<file path="config.mk">
export PLATFORM = sky130hd
export DESIGN_NAME = counter_sequencer
export DESIGN_NICKNAME = d
export VERILOG_FILES = /design/src/rtl/counter_sequencer_pkg.sv /design/src/rtl/counter_sequencer_tick_divider.sv /design/src/rtl/counter_sequencer.sv
export SDC_FILE = /design/constraint.sdc
export NUM_CORES = 1
export LEC_CHECK = 0
export ABC_AREA = 1
export CAP_MARGIN = 20
export CORE_ASPECT_RATIO = 0.7
export CORE_MARGIN = 2
export CORE_UTILIZATION = 46
export CTS_BUF_LIST = sky130_fd_sc_hd__clkbuf_16
export CTS_CLUSTER_SIZE = 24
export DETAILED_ROUTE_END_ITERATION = 8
export PLACE_DENSITY = 0.77
export SYNTH_ARGS = -nofsm -noshare
export SYNTH_HDL_FRONTEND = slang
export SYNTH_SLANG_ARGS = --single-unit
</file>
<file path="constraint.sdc">
create_clock -name clk -period 1.59 [get_ports clk]
set_input_delay 0.318 -clock clk [delete_from_list [all_inputs] [get_ports clk]]
set_output_delay 0.318 -clock clk [all_outputs]
set_load 0.02 [all_outputs]
</file>
<file path="src/rtl/counter_sequencer_pkg.sv">
// Shared types and default widths for the counter sequencer.
package counter_seq_pkg;

    typedef enum logic [1:0] {
        IDLE = 2'd0,
        LOAD = 2'd1,
        RUN  = 2'd2,
        DONE = 2'd3
    } cseq_state_t;

    localparam int CSEQ_N_DEF = 8;
    localparam int CSEQ_P_DEF = 8;

endpackage

</file>
<file path="src/rtl/counter_sequencer_tick_divider.sv">
// Reloadable P-bit down-counter; tick marks the terminal count of zero.
module tick_divider #(
    parameter int P = 8
) (
    input  logic         clk,
    input  logic         CLRb,
    input  logic         en,
    input  logic         reload,
    input  logic [P-1:0] load_val,
    output logic         tick
);

    logic [P-1:0] count;

    assign tick = (count == '0);

    always_ff @(posedge clk) begin
        if (!CLRb) begin
            count <= '0;
        end else if (reload || (en && tick)) begin
            count <= load_val;
        end else if (en) begin
            count <= count - P'(1);
        end
    end

endmodule

</file>
<file path="src/rtl/counter_sequencer.sv">
// Command side of the shared up/down counter: load, prescaled stepping, done.
// Optional macro COUNT_SEQ_REPEAT_EN adds repeat_en to loop DONE back to LOAD.
//
// state | meaning
// IDLE  | no command, waits for start
// LOAD  | counter load of latched start value
// RUN   | prescaled stepping toward stop value
// DONE  | one-cycle completion pulse
module counter_sequencer
    import counter_seq_pkg::*;
#(
    parameter int N = CSEQ_N_DEF,
    parameter int P = CSEQ_P_DEF
) (
    input  logic         clk,
    input  logic         CLRb,
    input  logic         start,
    input  logic [N-1:0] start_val,
    input  logic [N-1:0] stop_val,
    input  logic         down_in,
    input  logic [P-1:0] prescale,
    input  logic         abort,
`ifdef COUNT_SEQ_REPEAT_EN
    input  logic         repeat_en,
`endif
    output logic         busy,
    output logic         done,
    output logic         cnt_E,
    output logic         cnt_LD,
    output logic         cnt_DOWN,
    output logic [N-1:0] cnt_D,
    output logic [N-1:0] shadow
);

    cseq_state_t  state, state_nxt;
    logic [N-1:0] start_q, stop_q, step_val;
    logic [P-1:0] pre_q;
    logic         dir_q;
    logic         latch_en, load_en, step_en, tick;

    tick_divider #(.P(P)) u_div (
        .clk      (clk),
        .CLRb     (CLRb),
        .en       (state == RUN),
        .reload   (load_en),
        .load_val (pre_q),
        .tick     (tick)
    );

    assign step_val = dir_q ? (shadow - N'(1)) : (shadow + N'(1));

    always_comb begin
        state_nxt = state;
        latch_en  = 1'b0;
        load_en   = 1'b0;
        step_en   = 1'b0;
        unique case (state)
            IDLE: begin
                if (start) begin
                    latch_en  = 1'b1;
                    state_nxt = LOAD;
                end
            end
            LOAD: begin
                if (abort) begin
                    state_nxt = IDLE;
                end else begin
                    load_en   = 1'b1;
                    state_nxt = (start_q == stop_q) ? DONE : RUN;
                end
            end
            RUN: begin
                if (abort) begin
                    state_nxt = IDLE;
                end else if (tick) begin
                    step_en = 1'b1;
                    if (step_val == stop_q) state_nxt = DONE;
                end
            end
            DONE: begin
`ifdef COUNT_SEQ_REPEAT_EN
                state_nxt = repeat_en ? LOAD : IDLE;
`else
                state_nxt = IDLE;
`endif
            end
            default: state_nxt = IDLE;
        endcase
    end

    // abort gates the enable in the same cycle so a pending load or step never reaches the counter
    assign busy     = (state != IDLE);
    assign done     = (state == DONE);
    assign cnt_E    = load_en | step_en;
    assign cnt_LD   = (state == LOAD);
    assign cnt_DOWN = step_en & dir_q;
    assign cnt_D    = start_q;

    always_ff @(posedge clk) begin
        if (!CLRb) begin
            state   <= IDLE;
            start_q <= '0;
            stop_q  <= '0;
            pre_q   <= '0;
            dir_q   <= 1'b0;
            shadow  <= '0;
        end else begin
            state <= state_nxt;
            if (latch_en) begin
                start_q <= start_val;
                stop_q  <= stop_val;
                pre_q   <= prescale;
                dir_q   <= down_in;
            end
            if (load_en) begin
                shadow <= start_q;
            end else if (step_en) begin
                shadow <= step_val;
            end
        end
    end

endmodule
</file>
Yosys cells after proc, flatten, opt, wreduce, memory -nomap -nowiden
Cells that the tools add are included.
{ "word_totals": {"elab_cells": 47, "ramBits": 0, "latch_bits": 0, "n_memories": 0, "rom_bits": 0, "regBits": 43, "in_bits": 29} }
{ "classes": {"eq_ne": 8, "n_shift": 0, "bitwise": 2, "div_mod_pow": 0, "order_cmp": 0, "addsub": 3, "mul": 0, "n_reduce_logical": 8, "muxes": 19} }
{ "ops": {"columns": ["cell", "n"], "rows": [
  ["$mux W8", 5],
  ["$eq A8 B8 Y1", 2],
  ["$sub A8 B1 Y8 const B", 2],
  ["$mux W2", 5],
  ["$add A8 B1 Y8 const B", 1],
  ["$logic_not A8 Y1", 1],
  ["$mux W1", 8],
  ["$pmux W2 S4", 1],
  ["$ne A3 B3 Y1 const B", 2],
  ["$reduce_bool A2 Y1", 3],
  ["$eq A2 B2 Y1 const B", 2],
  ["$reduce_and A3 Y1", 1],
  ["$eq A2 B1 Y1 const B", 1],
  ["$logic_not A2 Y1", 1],
  ["$ne A2 B2 Y1 const B", 1],
  ["$and A1 B1 Y1", 1],
  ["$logic_and A1 B1 Y1", 1],
  ["$logic_or A1 B1 Y1", 1],
  ["$or A1 B1 Y1", 1]
]} }

Longest topological paths before layout
{ "depth": {"word_depth": 7, "depth_mapped": 13, "depth_no_buf": 13} }

Modules after synthesis
From an unflattened synthesis, not the netlist that was laid out.
{ "unflattened": {"cells_unflattened": 376, "area_unflattened_um2": 2558.7} }
{ "modules_own_cells": {"columns": ["mod", "seq_area_each_um2", "cells_per_inst", "n_inst", "area_each_um2"], "rows": [
  ["counter_sequencer", 700.7, 289, 1, 1965.6],
  ["tick_divider", 160.2, 87, 1, 593.1]
]} }

Least setup slack after synthesis
No wires, ideal clock.
{ "synth_timing": {"path_type": "register to register", "startpoint": "reg shadow[0]", "endpoint": "reg state[0]", "required_time_ps": 1520, "stages_incl_launch_ff": 14, "path_slack_ps": -167, "arrival_time_ps": 1687, "period_less_slack_ps": 1757, "path_cell_list": "dfxtp_1 fa_1 inv_1 nand2_1 nand2_1 nor2_1 nand2_1 nor2_1 nand2_1 inv_1 nand2_1 nor2_1 nand2_1 a21oi_1"} }
{ "synth_via": {"elab_chain_len": 5, "elab_cells_between_ends": 6} }
{ "synth_rtl": {"columns": ["item", "line_no", "text"], "rows": [
  ["from (decl)", "counter_sequencer.sv:32", "output logic [N-1:0] shadow"],
  ["from (signal assigned)", "counter_sequencer.sv:116", "shadow <= start_q;"],
  ["from (signal assigned)", "counter_sequencer.sv:118", "shadow <= step_val;"],
  ["$add A8 B1 Y8 or $sub A8 B1 Y8 (tied branches)", "counter_sequencer.sv:50", "assign step_val = dir_q ? (shadow - N'(1)) : (shadow + N'(1));"],
  ["$mux W8 *", "counter_sequencer.sv:50", null],
  ["$eq A8 B8 Y1 *", "counter_sequencer.sv:77", "if (step_val == stop_q) state_nxt = DONE;"],
  ["$ne A3 B3 Y1 (no source line) *", null, null],
  ["$reduce_and A3 Y1 (no source line) *", null, null],
  ["to (signal assigned)", "counter_sequencer.sv:108", "state <= state_nxt;"],
  ["to (decl)", "counter_sequencer.sv:35", "cseq_state_t state, state_nxt;"]
]} }
Mark *: on every way between the ends. The rest lies on a longest branch, timed or not.
A chain may end at the register's enable or synchronous reset.

Worst setup path in the final report
{ "layout_timing": {"startpoint": "reg dir_q", "endpoint": "reg state[0]"} }
{ "layout_via": {"elab_chain_len": 4} }
{ "layout_rtl": {"columns": ["item", "line_no", "text"], "rows": [
  ["from (decl)", "counter_sequencer.sv:38", "logic dir_q;"],
  ["from (signal assigned)", "counter_sequencer.sv:113", "dir_q <= down_in;"],
  ["$mux W8", "counter_sequencer.sv:50", null],
  ["$eq A8 B8 Y1", "counter_sequencer.sv:77", null],
  ["$ne A3 B3 Y1 (no source line)", null, null],
  ["$reduce_and A3 Y1 (no source line)", null, null]
]} }
No other way between the ends.

==> flow_summary.toml <==
[placed_design]
detailed_place.area_um2 = 3360
finalWeightedCongestion = 0.900
port-buffer-count = 49
placement.setup.worst_slack_ns = -0.610
numPlacedInstances = 526
dpl.hpwl_mm = 5.44

[synthesis]
post_synth_inst_count = 365
ff_latch_count_synth = 43
synth-async-reset-ratio = 0
synth_mux_area_frac = 0
synth_xor_xnor_area_share = 0.0253
postSynth.topFlopCell = "dfxtp_1"
avgSynthCellArea_um2 = 6.65
synth_top_family_by_area = "simple AND/OR/NAND/NOR gates"
syn_area_um2 = 2430
synth-seq-area-share = 0.355
synth_warn = 0
synth.lib_cells_used.distinct = 31
ys_top_cells_by_area = "dfxtp_1 (35%), nand2_1 (11%), a21oi_1 (8.0%)"
arithmetic_cell_share_of_the_synthesized_area_counting_full_adders_half_adders_and_majority_gates = 0.0495
synth-edff-count = 0
synth-compound-area-share = 0.186
postSynthNetCount = 403
ys_top_cells_by_count = "nand2_1 (69), inv_1 (49), dfxtp_1 (43)"
synth_area_in_simple_gates = 0.282
netlist.top_cell.by_area = "dfxtp_1"
yosys.cell_count.top_type = "nand2_1"
synth_top_area_share = 0.355

[min_path]
hold_start = "pre_q[4]"
holdPathEnd = "pre_q[4]"
hp-class = "flop to flop"
timing.hold.worst_path_depth = 2

[critical_path]
worst_path_arrival_ns = 2.08
timing.critical_path.to_type = "flop"
reg2regPathDepth = 12
crit_path_max_fanout = 6
timing.setup.critical_path_class = "flop to flop"
required_ns = 1.81
r2r_start = "dir_q"
critPathLaunchType = "flop"
crit_path_cell_trace = "buf_4 > ha_1 > nand2_2 > nand2_4 > nand3_2 > nand3b_1 > nand2_1 > nand2_1 > nand2_1 > nor2_1 > nand2_1 > a21oi_1"
ff2ff_setup_slack_ns = -0.28
cp_slowest_stage_delay_ns = 0.38
crit_path_top_delay_cell = "dfxtp_4"
cp_common_cell = "nand2_1"
rr_endpoint = "state[0]"

[floorplan]
number_of_placement_rows = 22
die_w_um = 90.8
initial_core_util = 0.469
floorplan.core_area_um2 = 5170
die_area_um2 = 5880
io_pins = 50
floorplan.die.height_um = 64.8

[timing]
setup_violations = 7
finalHoldViolations = 0
final_period_minus_worst_setup_slack_ns = 1.87
unrepaired_setup_endpoints_after_global_routing = "yes"
fmax_ghz = 0.535
report.final.slew_viol_count = 0
min_period_over_period = 1.18
timing.hold.ws_ns = 0.458
worst-slew-pin-transition_ns = 0.381
maxSlewHeadroom = 0.744
clock-skew-final_ns = 0.00399
layout_setup_ws_ns = -0.278

[outcome]
status = "complete, but fails checks"
failed_checks = "negative setup slack"

[routing]
post_drt_via_cell_ratio = 5.21
number_of_vias_after_detailed_routing = 2824
firstDrtPassIters = 7
wl_per_cell_um = 14.5
ant_nets = 0
post-route-drc-count = 0
drt_iter0_markers = 211
routed_wirelength_mm = 7.84

[cts]
clkLatencyLatePin_ns = 0.28
cts_made_buffers = 5
root_buffer = "clkbuf_16"
clock_tree.buffer_depth = 2
cts_tree = "done"
cts_hold_buf = 0
clock-sinks = 43
clk_pin_slew_ns = 0.06
cts_htree_levels = 2

[cells_and_area]
post-route-cell-area_um2 = 3790
final_nets = 507
drive_above_1_share = 0.266
insertedDiodeCount = 0
synthToLayoutAreaGrowth_pct = 56.2
final_cells = 542

[pwr]
power_density_nw_per_um2 = 919
finalPower_mw = 3.48
p_leak_nw = 1.79
power.ir.vdd_worst_uv = 523

[grt]
grt_use_total = 0.257
first_pass_grt_wire_length_mm = 11.9
grt_max_degree = 35
antenna_found_initial = 0
grt_pass1_vias = 2530
gr-total-overflow = 0

[run]
cap_violations = 0
## stage by stage
step	utilization	setup TNS [ns]
after CTS	0.687	-0.434
after global routing	0.733	-1.63
after global placement	0.650	-5.39
after detailed placement	0.650	-5.76
final	0.733	-0.487
after floorplan	-	-0.0847
## cell type report
| class | count | area [um2] |
|---|---|---|
| Sequential cell | 43 | 872 |
| Fill cell | 425 | 1380 |
| Clock inverter | 3 | 37.5 |
| Clock buffer | 5 | 125 |
| Timing Repair Buffer | 104 | 903 |
| Multi-Input combinational cell | 259 | 1540 |
| Inverter | 55 | 215 |
| Timing Repair inverter | 1 | 5.00 |
| Tap cell | 72 | 90.1 |
## flip-flops by register name, indices dropped and copies added, names as in the netlist
signal,cells
u_div.count,8
cnt_D,8
shadow,8
pre_q,8
dir_q,1
state,2
stop_q,8
## per-layer routing
| metal | GRT usage | wire length (um) | vias to the layer above | part of all wire |
|---|---|---|---|---|
| met5 | 0 | 0 | - | 0 |
| met4 | 0.0871 | 176 | 0 | 0.022 |
| met3 | 0.0465 | 565 | 25 | 0.072 |
| met2 | 0.412 | 3490 | 121 | 0.45 |
| met1 | 0.353 | 3610 | 1271 | 0.46 |
| li1 | - | - | 1407 | - |
## power by group
group	leakage (nW)	switching, mW	internal [mW]
Clock	0.0864	0.421	0.730
Combinational	1.34	0.600	0.493
Sequential	0.357	0.0723	1.17
## placed cells by master, fill, tap and decap left out, types with 5 or more instances in the layout
| cell type | synthesis | final |
|---|---|---|
| dfxtp_1 | 43 | 38 |
| nand2_2 | 2 | 14 |
| nor2_2 | 2 | 6 |
| dlygate4sd2_1 | 0 | 15 |
| o21ai_0 | 31 | 31 |
| clkbuf_16 | 0 | 5 |
| clkdlybuf4s50_1 | 0 | 28 |
| buf_4 | 0 | 52 |
| ha_4 | 0 | 5 |
| nand3_1 | 39 | 34 |
| nand2_1 | 69 | 52 |
| nor2_1 | 37 | 30 |
| inv_2 | 2 | 5 |
| inv_1 | 49 | 48 |
| nand2_4 | 1 | 5 |
| a21oi_1 | 39 | 36 |
| xor2_1 | 5 | 5 |
## cells by family (layout without fill, tap and decap cells)
kind of cell             after synthesis  in the layout
AO/OA/AOI/OAI                         86             86
XOR/XNOR                               7              7
adder cells (fa/ha/maj)                9              9
buffers and inverters                 63            168
flip-flops                            43             43
AND/OR/NAND/NOR                      157            157
## worst max path at each step
stage          slack, ns  startpoint  endpoint
2_1_floorplan      -0.08   shadow[1]  state[0]
3_3_place_gp       -0.58       abort  cnt_DOWN
3_5_place_dp       -0.61       abort  cnt_DOWN
4_1_cts            -0.23       dir_q  state[0]
5_1_grt            -0.41       dir_q  state[0]
6_report           -0.28       dir_q  state[0]
## critical path: cells and delay by family, from the launching register on
kind            cells  cell delay, ns
simple gates        9            0.81
compound gates      1            0.13
flops               1            0.38
buf+inv             1            0.16
fa+ha+maj           1            0.32
## what timing repair did
item                       4_1_cts  5_1_grt
gates cloned                     0        1
gates resized for setup         52       48
setup buffers                    2        5
pin swaps                        7        9
setup endpoints to repair       26       25
(Power assumes the default switching activity.)
==> patch, RTL diff (config.mk and constraints unchanged) <==
Register the input `prescale` before use. The logic sees it one clock later. The other inputs are not delayed to match.
--- a/src/rtl/counter_sequencer.sv
+++ b/src/rtl/counter_sequencer.sv
@@ -31,6 +31,12 @@
     output logic [N-1:0] cnt_D,
     output logic [N-1:0] shadow
 );
+
+    logic [P-1:0] prescale_q;
+
+    always_ff @(posedge clk) begin
+        prescale_q <= prescale;
+    end
 
     cseq_state_t  state, state_nxt;
     logic [N-1:0] start_q, stop_q, step_val;
@@ -109,7 +115,7 @@
             if (latch_en) begin
                 start_q <= start_val;
                 stop_q  <= stop_val;
-                pre_q   <= prescale;
+                pre_q   <= prescale_q;
                 dir_q   <= down_in;
             end
             if (load_en) begin
Check against the original RTL: not equivalent (Yosys sat finds a counterexample within 4 cycles, from zero or initial values).
==> patch against the unedited design <==
The flow still finishes with violations (setup timing); sequential cell count increased by 8; synthesized area increased by 9.3%; total power increased by 24%; sequential power increased by 22%; global-route usage increased by 1.8 points; first-iteration DRC count decreased by 1.4%; cell area increased by 12%; count of clock-buffer cells in the layout unchanged; utilization increased by 2.3 points; worst setup slack got worse by 0.038 ns; die area increased by 8.8%; critical path depth increased by 2; wire length increased by 12%; highest routed layer unchanged.
==> patch: results (changes against the unedited design) <==
- Status: complete, but fails checks
- Failing checks: setup timing
- Int Power: 2.78 mW (+16%)
- Worst r2r path cells: 14 (+2)
- Syn Inst Count: 378 (+3.6%)
- Endpoints failing setup: 7 (unchanged)
- Worst endpoint data arrival time: 2.14 ns (+0.06 ns)
- First-pass GRT wire length: 13300 µm (+12%)
- Synth Area in Compound Gates: 17.5% (-1.1 points)
- Setup WS post-layout: -0.317 ns (-0.0383 ns)
- Placed Area: 3630 µm² (+8.0%)
- Synthesized Nets: 416 (+3.2%)
- Hold Path Origin: prescale_q[1]
- Largest net degree at the start of global routing: 25 (-29%)
- Maximum vdd ir drop: 632 µV (+21%)
- Worst Hold End: pre_q[1]
- Via count: 3019 (+6.9%)
- Std-Cell Rows: 23 (+4.5%)
- Pleak: 1.95 nW (+9.0%)
- Data buffer area share: 23.8% (-0.053 points)
- Slowest CP cell: fa_2
- Seq_cells: 51 (+19%)
- Inverters: 57 (+1.8%)
- Dpl cells: 546 (+3.8%)
- Pre-antenna DRT Iters: 5 (-2)
- Synth top area cells: dfxtp_1 (38%), nand2_1 (9.3%), nor2_1 (6.9%)
- Gr usage total: 27.5% (+1.8 points)
- Sequential Area: 1030 µm² (+18%)
- Final Non-Filler Cells: 563 (+3.9%)
- Seq/Total Area, Yosys: 38.5% (+3.0 points)
- Crit Path Max Fanout: 3 (-3)
- Fraction of layout cells with a size suffix above 1: 36.5% (+9.9 points)
- Area share of xor/xnor cells in the synthesized design: 1.32% (-1.2 points)
- Clk pwr share: 25.8% (-7.2 points)
patch: cell count changes after synthesis, sizes merged, moves of 2 or more:
cell / unedited run / this run
a21oi: 39 / 28
a221oi: 0 / 2
buf: 2 / 4
clkinv: 3 / 1
dfxtp: 43 / 51
inv: 52 / 56
nand2: 72 / 76
nand3: 39 / 28
nor2: 40 / 56
o21ai: 35 / 33
o221ai: 0 / 3
o22ai: 3 / 6
xor2: 5 / 1
patch: per-layer routing:
layer	routed length (µm)	track usage [%]	vias to the layer above	part of all wire, %
li1	-	-	1459	-
met1	3820	36.5	1395	44
met2	4100	46.0	147	47
met3	714	6.36	18	8.1
met4	119	6.70	0	1.4
met5	0	0	-	0
patch: tightest hold or removal path, stage by stage (launching register included):
cell and delay, ns:
dfxtp_1 0.31, nor2_1 0.04, nor2_1 0.08
patch: repair_timing:
action | in CTS | in global routing
setup buffers | 10 | 4
setup endpoints to repair | 33 | 34
endpoints found under the hold margin | 0 | 0
resized for setup | 82 | 64
pin swaps | 27 | 34
